`src/rtl/approx_mult_bist.sv`:
```
// approx_mult_bist: LFSR operand generator and error-statistics checker for approximate multipliers
module approx_mult_bist #(
  parameter int SW      = 24,
  parameter int LATENCY = 1,
  parameter int CNT_W   = 20,
  parameter int ACC_W   = 64
) (
  input  logic              clk,
  input  logic              rst,
  input  logic              start_i,
  input  logic [CNT_W-1:0]  num_samples_i,
  input  logic [31:0]       seed_i,
  output logic [SW-1:0]     Data_A_o,
  output logic [SW-1:0]     Data_B_o,
  output logic              load_b_o,
  input  logic [2*SW-1:0]   sgf_result_i,
  output logic              busy_o,
  output logic              done_o,
  output logic [CNT_W-1:0]  sample_cnt_o,
  output logic [CNT_W-1:0]  err_cnt_o,
  output logic [2*SW-1:0]   err_max_o,
  output logic [ACC_W-1:0]  err_sum_o
);
  typedef enum logic [1:0] {IDLE, RUN, DRAIN, DONE} state_t;
  localparam logic [LATENCY-1:0] LAST_V = LATENCY'(1) << (LATENCY - 1);
  state_t             r_state;
  logic [31:0]        r_lfsr_a, r_lfsr_b;
  logic [CNT_W-1:0]   r_rem;
  logic [LATENCY-1:0] r_vld;
  logic [SW-1:0]      r_da [LATENCY];
  logic [SW-1:0]      r_db [LATENCY];
  logic [31:0]        w_seed_a, w_rot, w_seed_b;
  logic [2*SW-1:0]    w_exact, w_err;
  logic [ACC_W:0]     w_sum_ext;
  logic [ACC_W-1:0]   w_sum_next;
  function automatic logic [31:0] lfsr_step(input logic [31:0] s);
    return (s >> 1) ^ (s[0] ? 32'h8020_0003 : 32'h0);
  endfunction
  // a zero seed is treated as seed 1 for both generators, so seed 0 and seed 1 runs coincide
  assign w_seed_a   = (seed_i == 32'h0) ? 32'h1 : seed_i;
  assign w_rot      = {w_seed_a[15:0], w_seed_a[31:16]} ^ 32'hA5A5_A5A5;
  assign w_seed_b   = (w_rot == 32'h0) ? 32'h1 : w_rot;
  assign w_exact    = (2*SW)'(r_da[LATENCY-1]) * (2*SW)'(r_db[LATENCY-1]);
  assign w_err      = (sgf_result_i >= w_exact) ? sgf_result_i - w_exact : w_exact - sgf_result_i;
  assign w_sum_ext  = {1'b0, err_sum_o} + (ACC_W+1)'(w_err);
  assign w_sum_next = w_sum_ext[ACC_W] ? {ACC_W{1'b1}} : w_sum_ext[ACC_W-1:0];
  assign busy_o     = (r_state == RUN) || (r_state == DRAIN);
  assign done_o     = (r_state == DONE);
  always_ff @(posedge clk) begin
    if (rst) begin
      r_state      <= IDLE;
      r_lfsr_a     <= '0;
      r_lfsr_b     <= '0;
      r_rem        <= '0;
      r_vld        <= '0;
      r_da         <= '{default: '0};
      r_db         <= '{default: '0};
      Data_A_o     <= '0;
      Data_B_o     <= '0;
      load_b_o     <= 1'b0;
      sample_cnt_o <= '0;
      err_cnt_o    <= '0;
      err_max_o    <= '0;
      err_sum_o    <= '0;
    end else begin
      r_vld[0] <= load_b_o;
      r_da[0]  <= Data_A_o;
      r_db[0]  <= Data_B_o;
      for (int i = 1; i < LATENCY; i++) begin
        r_vld[i] <= r_vld[i-1];
        r_da[i]  <= r_da[i-1];
        r_db[i]  <= r_db[i-1];
      end
      if (r_vld[LATENCY-1]) begin
        sample_cnt_o <= sample_cnt_o + 1'b1;
        err_cnt_o    <= err_cnt_o + CNT_W'(w_err != '0);
        err_max_o    <= (w_err > err_max_o) ? w_err : err_max_o;
        err_sum_o    <= w_sum_next;
      end
      case (r_state)
        IDLE, DONE: if (start_i) begin
          sample_cnt_o <= '0;
          err_cnt_o    <= '0;
          err_max_o    <= '0;
          err_sum_o    <= '0;
          if (num_samples_i == '0) r_state <= DONE;
          else begin
            // the first pair is issued straight from the seeds on the accepting edge
            r_state  <= RUN;
            load_b_o <= 1'b1;
            Data_A_o <= w_seed_a[SW-1:0];
            Data_B_o <= w_seed_b[SW-1:0];
            r_lfsr_a <= lfsr_step(w_seed_a);
            r_lfsr_b <= lfsr_step(w_seed_b);
            r_rem    <= num_samples_i - 1'b1;
          end
        end
        RUN: if (r_rem != '0) begin
          load_b_o <= 1'b1;
          Data_A_o <= r_lfsr_a[SW-1:0];
          Data_B_o <= r_lfsr_b[SW-1:0];
          r_lfsr_a <= lfsr_step(r_lfsr_a);
          r_lfsr_b <= lfsr_step(r_lfsr_b);
          r_rem    <= r_rem - 1'b1;
        end else begin
          load_b_o <= 1'b0;
          r_state  <= DRAIN;
        end
        DRAIN: if (r_vld == LAST_V) r_state <= DONE;
        default: r_state <= IDLE;
      endcase
    end
  end
endmodule
```
`config.mk`:
```
export PLATFORM = sky130hd
export DESIGN_NAME = approx_mult_bist
export DESIGN_NICKNAME = d
export VERILOG_FILES = /design/src/rtl/approx_mult_bist.sv
export SDC_FILE = /design/constraint.sdc
export NUM_CORES = 2
export LEC_CHECK = 0
export ABC_AREA = 1
export CAP_MARGIN = 15
export CORE_ASPECT_RATIO = 1.2
export CORE_MARGIN = 3
export CORE_UTILIZATION = 50
export DETAILED_ROUTE_END_ITERATION = 6
export MAX_ROUTING_LAYER = met4
export PLACE_DENSITY_LB_ADDON = 0.08
export SLEW_MARGIN = 20
export SYNTH_ARGS = -nofsm -noshare
export SYNTH_HDL_FRONTEND = slang
export SYNTH_SLANG_ARGS = --single-unit
```
`constraint.sdc`:
```
create_clock -name clk -period 24.4 [get_ports clk]
set_input_delay 4.88 -clock clk [delete_from_list [all_inputs] [get_ports clk]]
set_output_delay 4.88 -clock clk [all_outputs]
set_load 0.05 [all_outputs]
```
### After elaboration in Yosys (flattened, before gate mapping)

Cells that the tools add are included.

* logic and storage cells: 99
* bits in registers: 336
* input port bits: 103
* output and inout bits: 203

* order comparisons: 2
* reductions and logical operators: 12
* equal/unequal tests: 8
* multiplexer cells: 50
* multiply operators: 1
* $add $sub $neg: 7
* bitwise gates (word level): 5

Operators by type and width (count)
* two-way mux 32 bit: 12
* two-way mux 64 bit: 4
* two-way mux 48 bit: 5
* two-way mux 20 bit: 9
* two-way mux 24 bit: 6
* one-hot mux 32 bit (2 select lines): 2
* bitwise XOR 31 x 32 -> 32 bit: 4
* one-hot mux 24 bit (2 select lines): 2
* subtractor 48 bit: 2
* adder 64 x 48 -> 65 bit: 1
* logical NOT 32 bit: 2
* >= comparator 48 bit: 1
* > comparator 48 bit: 1
* multiplier 24 x 24 -> 48 bit: 1
* nonzero test 48 bit: 1
* one-hot mux 20 bit (2 select lines): 1
* subtractor 20 x 1 -> 20 bit, second input constant: 2
* adder 20 x 1 -> 20 bit: 1
* adder 20 x 1 -> 20 bit, second input constant: 1
* logical NOT 20 bit: 1
* nonzero test 20 bit: 1
* inverter 16 bit: 1
* two-way mux 2 bit: 4
* inequality test 2 bit, second input constant: 4
* 12 further kinds: 16

### Longest topological paths before layout

* depth in word-level cells: 10
* depth in mapped cells: 69
* gate-level depth less buffers: 67

### Least setup slack after synthesis

Ideal clock, no wire load.

* kind: register to register
* from: reg r_db[3] (netlist bit)
* to: reg err_cnt_o[18]
* data required time: 24.254 ns
* setup slack: 14.684 ns
* clock period less this slack: 9.716 ns
* data arrival time: 9.570 ns
* library setup time: 0.146 ns
* buffers on the path: 2
* cell stages (with the launch flop): 57
* path through: dfxtp_1 clkbuf_1 nand2_1 fa_1 inv_1 fa_1 inv_1 fa_1 inv_1 fa_1 inv_1 fa_1 inv_1 fa_1 inv_1 fa_1 inv_1 ha_1 (+21 left out) nand2_1 nor2_1 nand2_1 nor2_1 nand2_1 ha_1 ha_1 nand3_1 nor2_1 nand2_1 nor2_1 nand3_1 nor3_2 nand2_1 nor2_1 nand4_1 nor3b_1 a31oi_1

* word-level cells in the longest chain between the ends: 8
* elaborated cells on any way between the ends: 10
* those cells by class: add/sub: 3; mul: 1; order compare: 1; mux: 4; reduce/logical: 1

Ends and longest elaborated chain
* start, declared: line 31 `logic [SW-1:0] r_db [LATENCY];`
* start signal, assigned by index: line 72 `r_db[i] <= r_db[i-1];`
* multiplier 24 x 24 -> 48 bit (*): line 43 `assign w_exact = (2*SW)'(r_da[LATENCY-1]) * (2*SW)'(r_db[LATENCY-1]);`
* subtractor 48 bit or >= comparator 48 bit (tied branches): line 44 `assign w_err = (sgf_result_i >= w_exact) ? sgf_result_i - w_exact : w_exact - sgf_result_i;`
* two-way mux 48 bit (*): line 44
* nonzero test 48 bit (*): line 76 `err_cnt_o <= err_cnt_o + CNT_W'(w_err != '0);`
* adder 20 x 1 -> 20 bit (*): line 76
* two-way mux 20 bit (*): line 74 `if (r_vld[LATENCY-1]) begin`
* two-way mux 20 bit: line 81 `IDLE, DONE: if (start_i) begin`
* two-way mux 20 bit (*): line 80 `case (r_state)`
* end signal, assigned: line 76
* end, declared: line 20 `output logic [CNT_W-1:0] err_cnt_o,`

Every way passes the cells marked *; elsewhere a longest branch is shown, timed or not.
A chain may end at the register's enable or synchronous reset.

### Worst setup path in the final report

* from: reg r_db[3] (netlist bit)
* to: reg err_sum_o[1]

* word-level cells in the longest chain between the ends: 8
* elaborated cells on any way between the ends: 10
* those cells by class: add/sub: 3; mul: 1; order compare: 1; mux: 5

Ends and longest elaborated chain
* multiplier 24 x 24 -> 48 bit (*): line 43
* subtractor 48 bit or >= comparator 48 bit (tied branches): line 44
* two-way mux 48 bit (*): line 44
* adder 64 x 48 -> 65 bit (*): line 45 `assign w_sum_ext = {1'b0, err_sum_o} + (ACC_W+1)'(w_err);`
* two-way mux 64 bit (*): line 46 `assign w_sum_next = w_sum_ext[ACC_W] ? {ACC_W{1'b1}} : w_sum_ext[ACC_W-1:0];`
* two-way mux 64 bit (*): line 74
* two-way mux 64 bit: line 81
* two-way mux 64 bit (*): line 80
* end signal, assigned: line 78 `err_sum_o <= w_sum_next;`
* end, declared: line 22 `output logic [ACC_W-1:0] err_sum_o`

Marks and branches as above.

==> reports/results.ini <==
[status]
status = complete, no violations

[placed_design]
dp.cells = 8315
gp_congestion = 1.054
hpwl_mm = 135.0
place_area_um2 = 49330
port_buffers = 305

[floorplanning]
rows = 120
initial_core_util = 0.5077
dieArea_um2 = 95000
die_w_um = 281.9
top_level_ports = 306
coreArea_um2 = 89940
die_y_um = 337.0

[global_route]
antenna_found_initial = 4
gr-total-overflow = 0
grt_pass1_vias = 43460
grt_util_all_layers = 0.3508
grt_pass1_wl_mm = 249.9
grt_max_degree = 100

[job]
max_cap_violations = 0

[cts]
cts_root_buf = clkbuf_16
ctsResizeCount = 0
hold_buffers = 0
cts_made_buffers = 31
cts_max_path_buffers = 3
clk_pin_slew_ns = 0.07
cts_tree = yes
cts_max_level = 1
clkLatencyLatePin_ns = 0.63
cts_setup_buffers = 0
clock_sinks = 294

[route]
initialDrtViolationCount = 3772
routed_wl_mm = 163.0
drc = 0
vias_per_cell = 5.308
drt_pass1_iterations = 5
vias = 44440
wl_per_cell_um = 19.46
postRouteAntennaNets = 0

[setup_path]
slowest_stage = dfxtp_1
end_kind = flop
cp_data_arrival_time_ns = 13.31
worstSetupStartpointType = flop
criticalPathCategory = flop to flop
critPathMaxStageDelay_ns = 0.95
cp.required_ns = 24.91
worstPathMaxFanout = 44
critPathMostFrequentCell = nand2_1

[logic_synthesis]
synthFlopType = dfxtp_1
syn_area_um2 = 45660
ys_seq_elements = 294
synth-edff-count = 0
synth_cell_type_count = 56
synth_nets = 8009
async_flop_share = 0
yosys_warnings = 0
syn-instance-count = 7045
ys_seq_area_frac = 0.1289
syn_area_per_cell_um2 = 6.481

[sta]
finalSetupTns_ns = 0
max_freq_mhz = 78.14
holdWs_ns = 0.4397
worst-slew-pin-transition_ns = 1.176
setup_viol = 0
grt_setup_unrepaired = false
post-route-period-util = 0.5245
min_period_ns = 12.80
clock_skew_ns = 0.02000
slew_viol_final = 0
slew_headroom = 0.2147
hold_violations = 0

[pwr]
clockPowerShare = 0.084
internal-power_w = 0.002187
power_w = 0.005795
switchingPower_w = 0.003609
sw_frac_of_total = 0.6227
pwr-share-comb = 0.790
power.leakage_nw = 28.17
pwr_density_cell_nw_per_um2 = 115.1
pwr-share-seq = 0.126
ir_worst_vdd_mv = 0.08951

[final_layout]
area_growth_pct = 10.25
final_nets = 8153
instances_no_fill = 8373
drive_gt1_frac = 0.02483
final_area_um2 = 50340

[worst_hold_path]
hold_class = flop to flop

[metrics by stage]
step	utilization	worst slack (ns)
3_5_place_dp	0.5485	11.87
3_3_place_gp	0.5485	11.90
5_1_grt	0.5597	10.94
4_1_cts	0.5596	11.85
2_1_floorplan	-	14.68
6_report	0.5598	11.60
[power by group through the flow]
stage | clock [W] | sequential [W] | combinational, W
CTS | 0.000493 | 0.000727 | 0.00449
global placement | 0 | 0.000735 | 0.00445
finish | 0.000484 | 0.000732 | 0.00458
detailed placement | 0 | 0.000736 | 0.00447
floorplan | 0 | 0.000785 | 0.00295
global route | 0.000510 | 0.000743 | 0.00502
[sequential cells by signal (all words and copies together), names as in the netlist, 20 cells and up]
register,cells
err_sum_o,64
r_rem,20
sample_cnt_o,20
Data_B_o,23
err_max_o,48
Data_A_o,23
r_da,24
err_cnt_o,20
r_db,24
[kinds of logic after synthesis]
kind of cell / after synthesis / share of synthesized area
adder cells (fa/ha/maj): 861 / 0.3157
multiplexers: 7 / 0.001535
AND/OR/NAND/NOR: 2950 / 0.2607
flip-flops: 294 / 0.1289
buffers and inverters: 1997 / 0.1704
XOR/XNOR: 125 / 0.02398
AO/OA/AOI/OAI: 811 / 0.09887
[cell usage in the layout (no fill, tap or decap), types with 16 or more instances in the layout]
cell             count
nand3_1            212
xnor2_1             48
nor3_1              55
fa_1               485
o21bai_1            21
clkbuf_16           31
a21oi_1            373
o21a_1              16
o21ai_0            244
nand4_1             66
ha_1               375
o221ai_1            27
a31oi_1             48
dfxtp_1            289
nand2_1           2052
inv_1             1740
a21o_1              17
nand2_2             19
buf_4               47
xor2_1              77
nor4_1              27
nor2_1             464
clkdlybuf4s50_1    304
nor2_2              19
[synth_stat cells (43+ instances only)]
master | number | area share
nor2_1 | 464 | 0.038
o21ai_0 | 244 | 0.027
inv_1 | 1742 | 0.14
a31oi_1 | 48 | 0.0066
nor3_1 | 55 | 0.0060
nand2_1 | 2052 | 0.17
clkbuf_1 | 158 | 0.013
nand3_1 | 212 | 0.023
a21oi_1 | 373 | 0.041
xor2_1 | 77 | 0.015
nand4_1 | 66 | 0.0090
buf_4 | 43 | 0.0071
dfxtp_1 | 294 | 0.13
fa_1 | 485 | 0.21
ha_1 | 376 | 0.10
xnor2_1 | 48 | 0.0092
[path summary, 6_finish.rpt]
| check | slack [ns] | cells past startpoint | start | end |
|---|---|---|---|---|
| setup / recovery | 11.60 | 48 | r_db[3] | err_sum_o[1] |
| setup reg to reg | 11.60 | 48 | r_db[3] | err_sum_o[1] |
| hold reg to reg | 0.44 | 2 | Data_B_o[22] | r_db[22] |
| hold / removal | 0.44 | 2 | Data_B_o[22] | r_db[22] |
[layer usage]
layer	track usage	share of wire	up-vias
li1	-	-	21390
met1	0.4583	0.43	21160
met2	0.5562	0.45	1625
met3	0.04591	0.072	267
met4	0.1306	0.044	0
met5	-	0	-
[final cells by class]
type | count | area [um2]
Tap cell | 1159 | 1450
Clock inverter | 12 | 133.9
Sequential cell | 294 | 5892
Antenna cell | 5 | 12.51
Timing Repair Buffer | 352 | 3401
Fill cell | 9137 | 39590
Inverter | 1756 | 6593
Clock buffer | 41 | 863.3
Multi-Input combinational cell | 4754 | 32000
[worst max-delay path, delay by kind of cell, from the launching register on]
family | cells | cell delay [ns]
buf+inv | 10 | 1.23
simple gates | 18 | 2.93
xor+xnor | 1 | 0.30
flops | 1 | 0.95
compound gates | 9 | 2.26
fa+ha+maj | 10 | 4.94
No activity file was read; power rests on OpenSTA's default activity.
